===== src/rtl/lcd_bcd_converter.sv =====
// Binary-to-BCD converter for the LCD output path: iterative double-dabble,
// one input bit per clock, with a one-entry pending buffer for back-to-back writes.
module lcd_bcd_converter #(
    parameter int WIDTH       = 32,
    parameter int DIGITS      = 10,
    parameter int SIGNED_MODE = 1
) (
    input  logic                clk,
    input  logic                reset,
    input  logic                start,
    input  logic [WIDTH-1:0]    din,
    output logic                busy,
    output logic                done,
    output logic [4*DIGITS-1:0] bcd,
    output logic                neg,
    output logic [3:0]          ndig,
    output logic                overrun
);

    localparam int BW = 4 * DIGITS;
    localparam int SW = BW + WIDTH;
    localparam int CW = $clog2(WIDTH + 1);

    typedef enum logic [1:0] {
        ST_IDLE  = 2'd0,
        ST_SHIFT = 2'd1,
        ST_DONE  = 2'd2
    } state_e;

    function automatic logic is_negative(input logic [WIDTH-1:0] v);
        return (SIGNED_MODE != 0) && v[WIDTH-1];
    endfunction

    // Plain WIDTH-bit negate, so the most negative value maps to 2^(WIDTH-1).
    function automatic logic [WIDTH-1:0] magnitude(input logic [WIDTH-1:0] v);
        logic [WIDTH-1:0] m;
        if (is_negative(v)) begin
            m = ~v + WIDTH'(1);
        end else begin
            m = v;
        end
        return m;
    endfunction

    function automatic logic [BW-1:0] add3_digits(input logic [BW-1:0] a);
        logic [BW-1:0] r;
        r = a;
        for (int i = 0; i < DIGITS; i++) begin
            if (a[4*i +: 4] >= 4'd5) begin
                r[4*i +: 4] = a[4*i +: 4] + 4'd3;
            end else begin
                r[4*i +: 4] = a[4*i +: 4];
            end
        end
        return r;
    endfunction

    function automatic logic [3:0] count_digits(input logic [BW-1:0] a);
        logic [3:0] n;
        n = 4'd1;
        for (int i = 0; i < DIGITS; i++) begin
            if (a[4*i +: 4] != 4'd0) begin
                n = 4'(i + 1);
            end else begin
                n = n;
            end
        end
        return n;
    endfunction

    state_e           state_q, state_d;
    logic [WIDTH-1:0] mag_q, mag_d;
    logic [BW-1:0]    acc_q, acc_d;
    logic             sign_q, sign_d;
    logic [CW-1:0]    cnt_q, cnt_d;
    logic [WIDTH-1:0] pend_din_q, pend_din_d;
    logic             pend_vld_q, pend_vld_d;
    logic             busy_q, busy_d;
    logic             done_q, done_d;
    logic [BW-1:0]    bcd_q, bcd_d;
    logic             neg_q, neg_d;
    logic [3:0]       ndig_q, ndig_d;
    logic             overrun_q, overrun_d;

    logic [WIDTH-1:0] ld_src_s;
    logic             load_s;
    logic [SW-1:0]    sh_s;

    // Next-state, datapath and output-register logic.
    always_comb begin
        state_d    = state_q;
        mag_d      = mag_q;
        acc_d      = acc_q;
        sign_d     = sign_q;
        cnt_d      = cnt_q;
        pend_din_d = pend_din_q;
        pend_vld_d = pend_vld_q;
        done_d     = 1'b0;
        bcd_d      = bcd_q;
        neg_d      = neg_q;
        ndig_d     = ndig_q;
        overrun_d  = overrun_q;
        load_s     = 1'b0;
        sh_s       = '0;
        // A fresh strobe in DONE wins over the buffered request: newest data is converted.
        if ((state_q == ST_DONE) && !start) begin
            ld_src_s = pend_din_q;
        end else begin
            ld_src_s = din;
        end

        case (state_q)
            ST_IDLE: begin
                if (start) begin
                    load_s = 1'b1;
                end else begin
                    load_s = 1'b0;
                end
            end
            ST_SHIFT: begin
                sh_s  = {add3_digits(acc_q), mag_q};
                acc_d = sh_s[SW-2:WIDTH-1];
                mag_d = {sh_s[WIDTH-2:0], 1'b0};
                cnt_d = cnt_q + CW'(1);
                if (cnt_q == CW'(WIDTH - 1)) begin
                    state_d = ST_DONE;
                end else begin
                    state_d = ST_SHIFT;
                end
                if (start) begin
                    pend_din_d = din;
                    pend_vld_d = 1'b1;
                    overrun_d  = overrun_q | pend_vld_q;
                end else begin
                    pend_din_d = pend_din_q;
                end
            end
            ST_DONE: begin
                bcd_d  = acc_q;
                neg_d  = sign_q;
                ndig_d = count_digits(acc_q);
                done_d = 1'b1;
                if (start || pend_vld_q) begin
                    load_s     = 1'b1;
                    pend_vld_d = 1'b0;
                    overrun_d  = overrun_q | (start & pend_vld_q);
                end else begin
                    state_d = ST_IDLE;
                end
            end
            default: begin
                state_d = ST_IDLE;
            end
        endcase

        if (load_s) begin
            mag_d   = magnitude(ld_src_s);
            sign_d  = is_negative(ld_src_s);
            acc_d   = '0;
            cnt_d   = '0;
            state_d = ST_SHIFT;
        end else begin
            mag_d = mag_d;
        end

        busy_d = (state_d != ST_IDLE);
    end

    // State and output registers with synchronous reset.
    always_ff @(posedge clk) begin
        if (reset) begin
            state_q    <= ST_IDLE;
            mag_q      <= '0;
            acc_q      <= '0;
            sign_q     <= 1'b0;
            cnt_q      <= '0;
            pend_din_q <= '0;
            pend_vld_q <= 1'b0;
            busy_q     <= 1'b0;
            done_q     <= 1'b0;
            bcd_q      <= '0;
            neg_q      <= 1'b0;
            ndig_q     <= 4'd1;
            overrun_q  <= 1'b0;
        end else begin
            state_q    <= state_d;
            mag_q      <= mag_d;
            acc_q      <= acc_d;
            sign_q     <= sign_d;
            cnt_q      <= cnt_d;
            pend_din_q <= pend_din_d;
            pend_vld_q <= pend_vld_d;
            busy_q     <= busy_d;
            done_q     <= done_d;
            bcd_q      <= bcd_d;
            neg_q      <= neg_d;
            ndig_q     <= ndig_d;
            overrun_q  <= overrun_d;
        end
    end

    assign busy    = busy_q;
    assign done    = done_q;
    assign bcd     = bcd_q;
    assign neg     = neg_q;
    assign ndig    = ndig_q;
    assign overrun = overrun_q;

endmodule

===== config.mk =====
export PLATFORM = sky130hd
export DESIGN_NAME = lcd_bcd_converter
export DESIGN_NICKNAME = d
export VERILOG_FILES = /design/src/rtl/lcd_bcd_converter.sv
export SDC_FILE = /design/constraint.sdc
export NUM_CORES = 1
export LEC_CHECK = 0
export BUFFER_PORTS_ARGS = -buffer_cell sky130_fd_sc_hd__buf_2
export CAP_MARGIN = 15
export CORE_MARGIN = 10
export CORE_UTILIZATION = 50
export DETAILED_ROUTE_END_ITERATION = 7
export PLACE_DENSITY = 0.72
export SLEW_MARGIN = 20
export SYNTH_ARGS = -nofsm -noshare
export SYNTH_HDL_FRONTEND = slang
export SYNTH_SLANG_ARGS = --single-unit

===== constraint.sdc =====
create_clock -name clk -period 3.7 [get_ports clk]
set_input_delay 0.185 -clock clk [delete_from_list [all_inputs] [get_ports clk]]
set_output_delay 0.185 -clock clk [all_outputs]
set_load 0.005 [all_outputs]

# Word-level counts from Yosys, hierarchy flattened
# Cells that the tools add are included.
[word_totals]
regBits = 162
input_bits = 35
out_inout_bits = 48
wordCells = 100
[classes]
addsub = 12
order_cmp = 10
eq_ne = 5
muxes = 37
bitwise = 4
n_reduce_logical = 19
[op_table]
columns = ["cell", "count"]
rows = [
  ["32-bit 2-to-1 mux", 4],
  ["4-bit 2-to-1 mux", 17],
  ["4-bit by 3-bit >= comparator with 1-bit output, second input constant", 10],
  ["4-bit by 2-bit adder with 4-bit output, second input constant", 9],
  ["4-bit nonzero test", 9],
  ["32-bit by 1-bit adder with 32-bit output, second input constant", 1],
  ["32-bit NOT", 1],
  ["2-bit 2-to-1 mux", 4],
  ["1-bit 2-to-1 mux", 7],
  ["6-bit by 1-bit adder with 6-bit output, second input constant", 1],
  ["6-bit by 5-bit equality test with 1-bit output, second input constant", 1],
  ["1-bit case mux with 2 select lines", 3],
  ["2-bit case mux with 3 select lines", 1],
  ["2-bit nonzero test", 3],
  ["3-bit by 2-bit adder with 3-bit output, second input constant", 1],
  ["3-bit 2-to-1 mux", 1],
  ["3-bit AND reduction", 1],
  ["2-bit by 1-bit equality test with 1-bit output, second input constant", 1],
  ["2-bit equality test, second input constant", 1],
  ["2-bit logical NOT", 1],
  ["2-bit by 1-bit != test with 1-bit output, second input constant", 1],
  ["2-bit != test, second input constant", 1],
  ["1-bit bitwise OR", 2],
  ["2-bit AND reduction", 1],
  ["other kinds (5)", 5],
]

# Longest topological paths before layout
[depth]
depth_word = 10
depth_mapped = 14
mapped_depth_nobuf = 9

# Worst setup path before layout
# Ideal clock, no wire load.
[synth_path]
path_type = "register to register"
start = "register state_q[0]"
end = "register mag_q[30]"
setup_time_ns = 0.134
t_arrival_ns = 3.358
required_time_ns = 3.566
setup_slack_ns = 0.209
path_stages_with_launch = 15
path_buffers = 5
period_less_slack_ns = 3.491
cell_sequence = "dfxtp_1 buf_6 or3b_4 buf_2 buf_2 buf_2 buf_2 mux2i_1 ha_1 nor4b_1 nand4_1 a222oi_1 a41oi_1 xor2_1 o22ai_1"
[synth_via]
elab_chain_cells = 7
elab_cells_between_ends = 11
cone_classes = "add/sub (1); eq/ne (2); mux (4); bitwise (1); reduce/logical (3)"
[synth_lines]
columns = ["item", "line_no", "source"]
rows = [
  ["start, declared", "71", "state_e state_q, state_d;"],
  ["start signal, assigned", "186", "state_q <= state_d;"],
  ["2-bit equality test", "106, 112", ""],
  ["1-bit logical AND", "106", "if ((state_q == ST_DONE) && !start) begin"],
  ["32-bit 2-to-1 mux", "106", ""],
  ["32-bit NOT", "38", "m = ~v + WIDTH'(1);"],
  ["32-bit by 1-bit adder with 32-bit output", "38", ""],
  ["32-bit 2-to-1 mux", "37", "if (is_negative(v)) begin"],
  ["32-bit 2-to-1 mux", "156", "if (load_s) begin"],
  ["end signal, assigned", "187", "mag_q <= mag_d;"],
  ["end, declared", "72", "logic [WIDTH-1:0] mag_q, mag_d;"],
]
# Parallel ways exist; a longest one is shown, timed or not.
# A chain may end at the register's enable or synchronous reset.

# Worst setup path in the final report
[layout_path]
start = "register state_q[1]"
end = "register mag_q[30]"
# Same word-level chain as after synthesis.

==> results.json <==
{
  "status": "finished, final reports clean",
  "ys_seq_area_share_pct": 39.9,
  "synth_top_area_cell": "dfxtp_1",
  "pwr-share-seq_pct": 45.6,
  "multiInputGateArea_um2": 4570,
  "critPathMaxFanout": 8,
  "p_sw_share_pct": 24.9,
  "ios": 83,
  "start_util_pct": 51.2,
  "gp_congestion": 0.913,
  "ys_ff_latch": 162,
  "cts_buffer_depth": 2,
  "yosys_most_used_dff": "dfxtp_1",
  "drt-total-wl_um": 19900,
  "drv_slew": 0,
  "dp.final_hpwl_um": 13400,
  "cts_tree": "done",
  "crit_type": "reg -> reg",
  "coreArea_um2": 15900,
  "yosysWarnings": 0,
  "yosysMostFrequentCell": "nand2_1",
  "worstHoldStart": "din[27]",
  "max-slew-margin-rel_pct": 35.5,
  "dp_cells": 1296,
  "highest_layer": "met4",
  "hold_path_end": "pend_din_q[27]$_SDFFE_PP0P_",
  "grt_pass1_vias": 6829,
  "numCtsBuffers": 17,
  "die_area_um2": 21800,
  "r2r_slack_ns": 0.31,
  "final_util_pct": 58.6,
  "vias": 7340,
  "synth-compound-area-share_pct": 18.5,
  "cp.arrival_ns": 3.67,
  "end_kind": "flop",
  "p_total_mw": 4.05,
  "drtAntennaViolNets": 0,
  "async_reset_ff_share_pct": 0,
  "die_h_um": 148,
  "netlist_top_cells_area": "dfxtp_1 (40%), nand2_1 (12%), a21oi_1 (9.6%), mux2i_1 (5.5%), ha_1 (3.4%)",
  "hold_violations": 0,
  "firstDrtPassIters": 4,
  "finalWorstSetupSlack_ns": 0.310,
  "clk-insertion-delay-late_ns": 0.43,
  "p_comb_share_pct": 9.3,
  "numPortBuffers": 82,
  "synthTopCellsByCount": "nand2_1 (250), dfxtp_1 (162), a21oi_1 (156), clkbuf_1 (53), nor2_1 (51)",
  "reg2reg_from": "state_q[1]$_SDFF_PP0_",
  "synth.avg_cell_area_um2": 7.72,
  "fmax_mhz": 295,
  "grt_pass1_wl_um": 33300,
  "die_w_um": 148,
  "synth_fa_ha_area_share_pct": 3.38,
  "tightestPinTransition_ns": 0.965,
  "peakVddDrop_uv": 329,
  "synth_top_family_by_area": "simple AND/OR/NAND/NOR gates",
  "rsz0062_at_grt": "no",
  "syn_inst": 1053,
  "switchingPower_mw": 1.01,
  "synthMuxAreaShare_pct": 5.68,
  "yosysTopAreaCellShare_pct": 39.9,
  "internal-power_mw": 3.04,
  "synth_edf_count": 0,
  "grt_max_degree": 74,
  "hold_class": "in -> reg",
  "drv_cap": 0,
  "viasPerCell": 5.51,
  "final.fill_count": 1530,
  "postCtsHoldBufs": 2,
  "cts_setup_buffers": 0,
  "htree_levels": 4,
  "rows": 46,
  "post_drt_wl_per_cell_um": 14.9,
  "netlist-cell-type-count": 52,
  "nets": 1158,
  "synthSimpleGateAreaFrac_pct": 23.6,
  "required_ns": 3.98,
  "cts-resized-gates": 0,
  "grt_usage_pct": 18.1,
  "syn_area_um2": 8130,
  "layout-drive-gt1-share_pct": 13.3,
  "drtIter0Drc": 427,
  "area_delta_synth_final_pct": 14.4,
  "place_ws_ns": 0.370,
  "drc": 0,
  "finalSetupViolCount": 0,
  "fin_crit_sh_pct": 91.6,
  "skew_ns": 0.00837,
  "seq_area_um2": 3240,
  "clock_sinks": 162,
  "overflow": 0,
  "leakage_nw": 3.63,
  "ff2ff_path_depth": 9,
  "pwr-share-clk_pct": 45.1,
  "root_buffer": "clkbuf_16",
  "drt-met1-wl_um": 9480,
  "synth_xor_xnor_area_share_pct": 4.74,
  "wl_met3_um": 987,
  "clk_pin_slew_ns": 0.06,
  "r2r-end": "mag_q[30]$_SDFFE_PP0P_",
  "layoutNonFillerInstCount": 1331,
  "antenna_found_initial": 1,
  "wl_met2_um": 9140,
  "period_needed_ns": 3.39,
  "p_per_area_nw_per_um2": 435,
  "hold_depth": 3,
  "setup_tns_ns": 0,
  "synth_nets": 1110,
  "worst_setup_path_start_kind": "flop"
}
==> power by group through the flow <==
| stage | Clock [mW] | Sequential, mW | Combinational [mW] |
|---|---|---|---|
| floorplan | 0 | 1.87 | 0.274 |
| global placement | 0 | 1.88 | 0.368 |
| detailed placement | 0 | 1.88 | 0.371 |
| CTS | 1.85 | 1.85 | 0.376 |
| global route | 1.92 | 1.85 | 0.423 |
| finish | 1.83 | 1.85 | 0.376 |
==> how the worst max path moves through the flow <==
stage	slack [ns]	to	start
after floorplan	0.21	mag_q[30]$_SDFFE_PP0P_	state_q[0]$_SDFF_PP0_
after global placement	0.52	mag_q[30]$_SDFFE_PP0P_	state_q[1]$_SDFF_PP0_
after detailed placement	0.37	mag_q[30]$_SDFFE_PP0P_	state_q[1]$_SDFF_PP0_
after CTS	0.35	mag_q[30]$_SDFFE_PP0P_	state_q[1]$_SDFF_PP0_
after global routing	0.04	mag_q[26]$_SDFFE_PP0P_	state_q[1]$_SDFF_PP0_
final	0.31	mag_q[30]$_SDFFE_PP0P_	state_q[1]$_SDFF_PP0_
==> metrics by stage <==
step,cell area (µm²),hold WS [ns]
floorplan,8130,0.321
global placement,8660,0.439
detailed placement,8660,0.444
CTS,9300,0.000532
global route,9300,0.0237
finish,9300,0.0131
==> cells by family after synthesis <==
kind of cell | after synthesis
AOI/OAI and AO/OA | 266
xor gates and xnor gates | 44
adders and majority gates | 22
buffers and inverters | 88
DFF | 162
muxes | 46
and+or+nand+nor | 425
==> routing by layer <==
layer  GRT usage, %  vias up
li1               -     3759
met1           23.4     3414
met2           28.8      149
met3           4.12       18
met4           6.74        0
met5              0        -
==> placed cells by master (no fill, tap or decap), drive strengths merged, types with 3 or more instances in the layout <==
| cell | synthesis | final |
|---|---|---|
| ha | 22 | 22 |
| nand2b | 14 | 14 |
| a21oi | 156 | 156 |
| bufinv | 0 | 3 |
| a22oi | 5 | 5 |
| o31ai | 7 | 7 |
| inv | 21 | 23 |
| xor2 | 25 | 25 |
| mux2i | 45 | 45 |
| o21ai | 40 | 40 |
| nand3 | 18 | 18 |
| nor2 | 51 | 51 |
| or3 | 13 | 13 |
| dfxtp | 162 | 162 |
| nand4 | 11 | 11 |
| clkbuf | 53 | 20 |
| a31o | 8 | 8 |
| nor4b | 5 | 5 |
| xnor2 | 19 | 19 |
| nand2 | 250 | 250 |
| o22ai | 18 | 18 |
| nor3b | 10 | 10 |
| nor3 | 20 | 20 |
| a31oi | 7 | 7 |
| or4 | 6 | 6 |
| nor4 | 14 | 14 |
| buf | 14 | 94 |
| a211oi | 12 | 12 |
| clkinvlp | 0 | 5 |
==> layout make-up <==
class	instances	share of cell area, %
flip-flops and latches	162	34.9
well taps	216	2.91
clock inverters	12	1.67
multi-input cells	803	49.2
inverters	21	0.847
repair buffers	96	5.62
diodes	1	0.0269
clock buffers	20	4.91
==> critical path, stage by stage, from the launching register on <==
cell and delay (ns):
dfxtp_1 0.51, or3b_4 0.48, mux2i_1 0.24, ha_1 0.30, nor4b_1 0.35, nand4_1 0.25, a222oi_1 0.61, a41oi_1 0.24
xor2_1 0.17, o22ai_1 0.09
==> state kept, by name, indices dropped and copies added, names as in the netlist <==
signal and count:
state_q 2, cnt_q 6, mag_q 32, pend_vld_q 1, acc_q 40, bcd 40
overrun 1, sign_q 1, ndig 4, done 1, neg 1, busy 1
pend_din_q 32
Note: power is estimated with default switching activity, not from simulation.
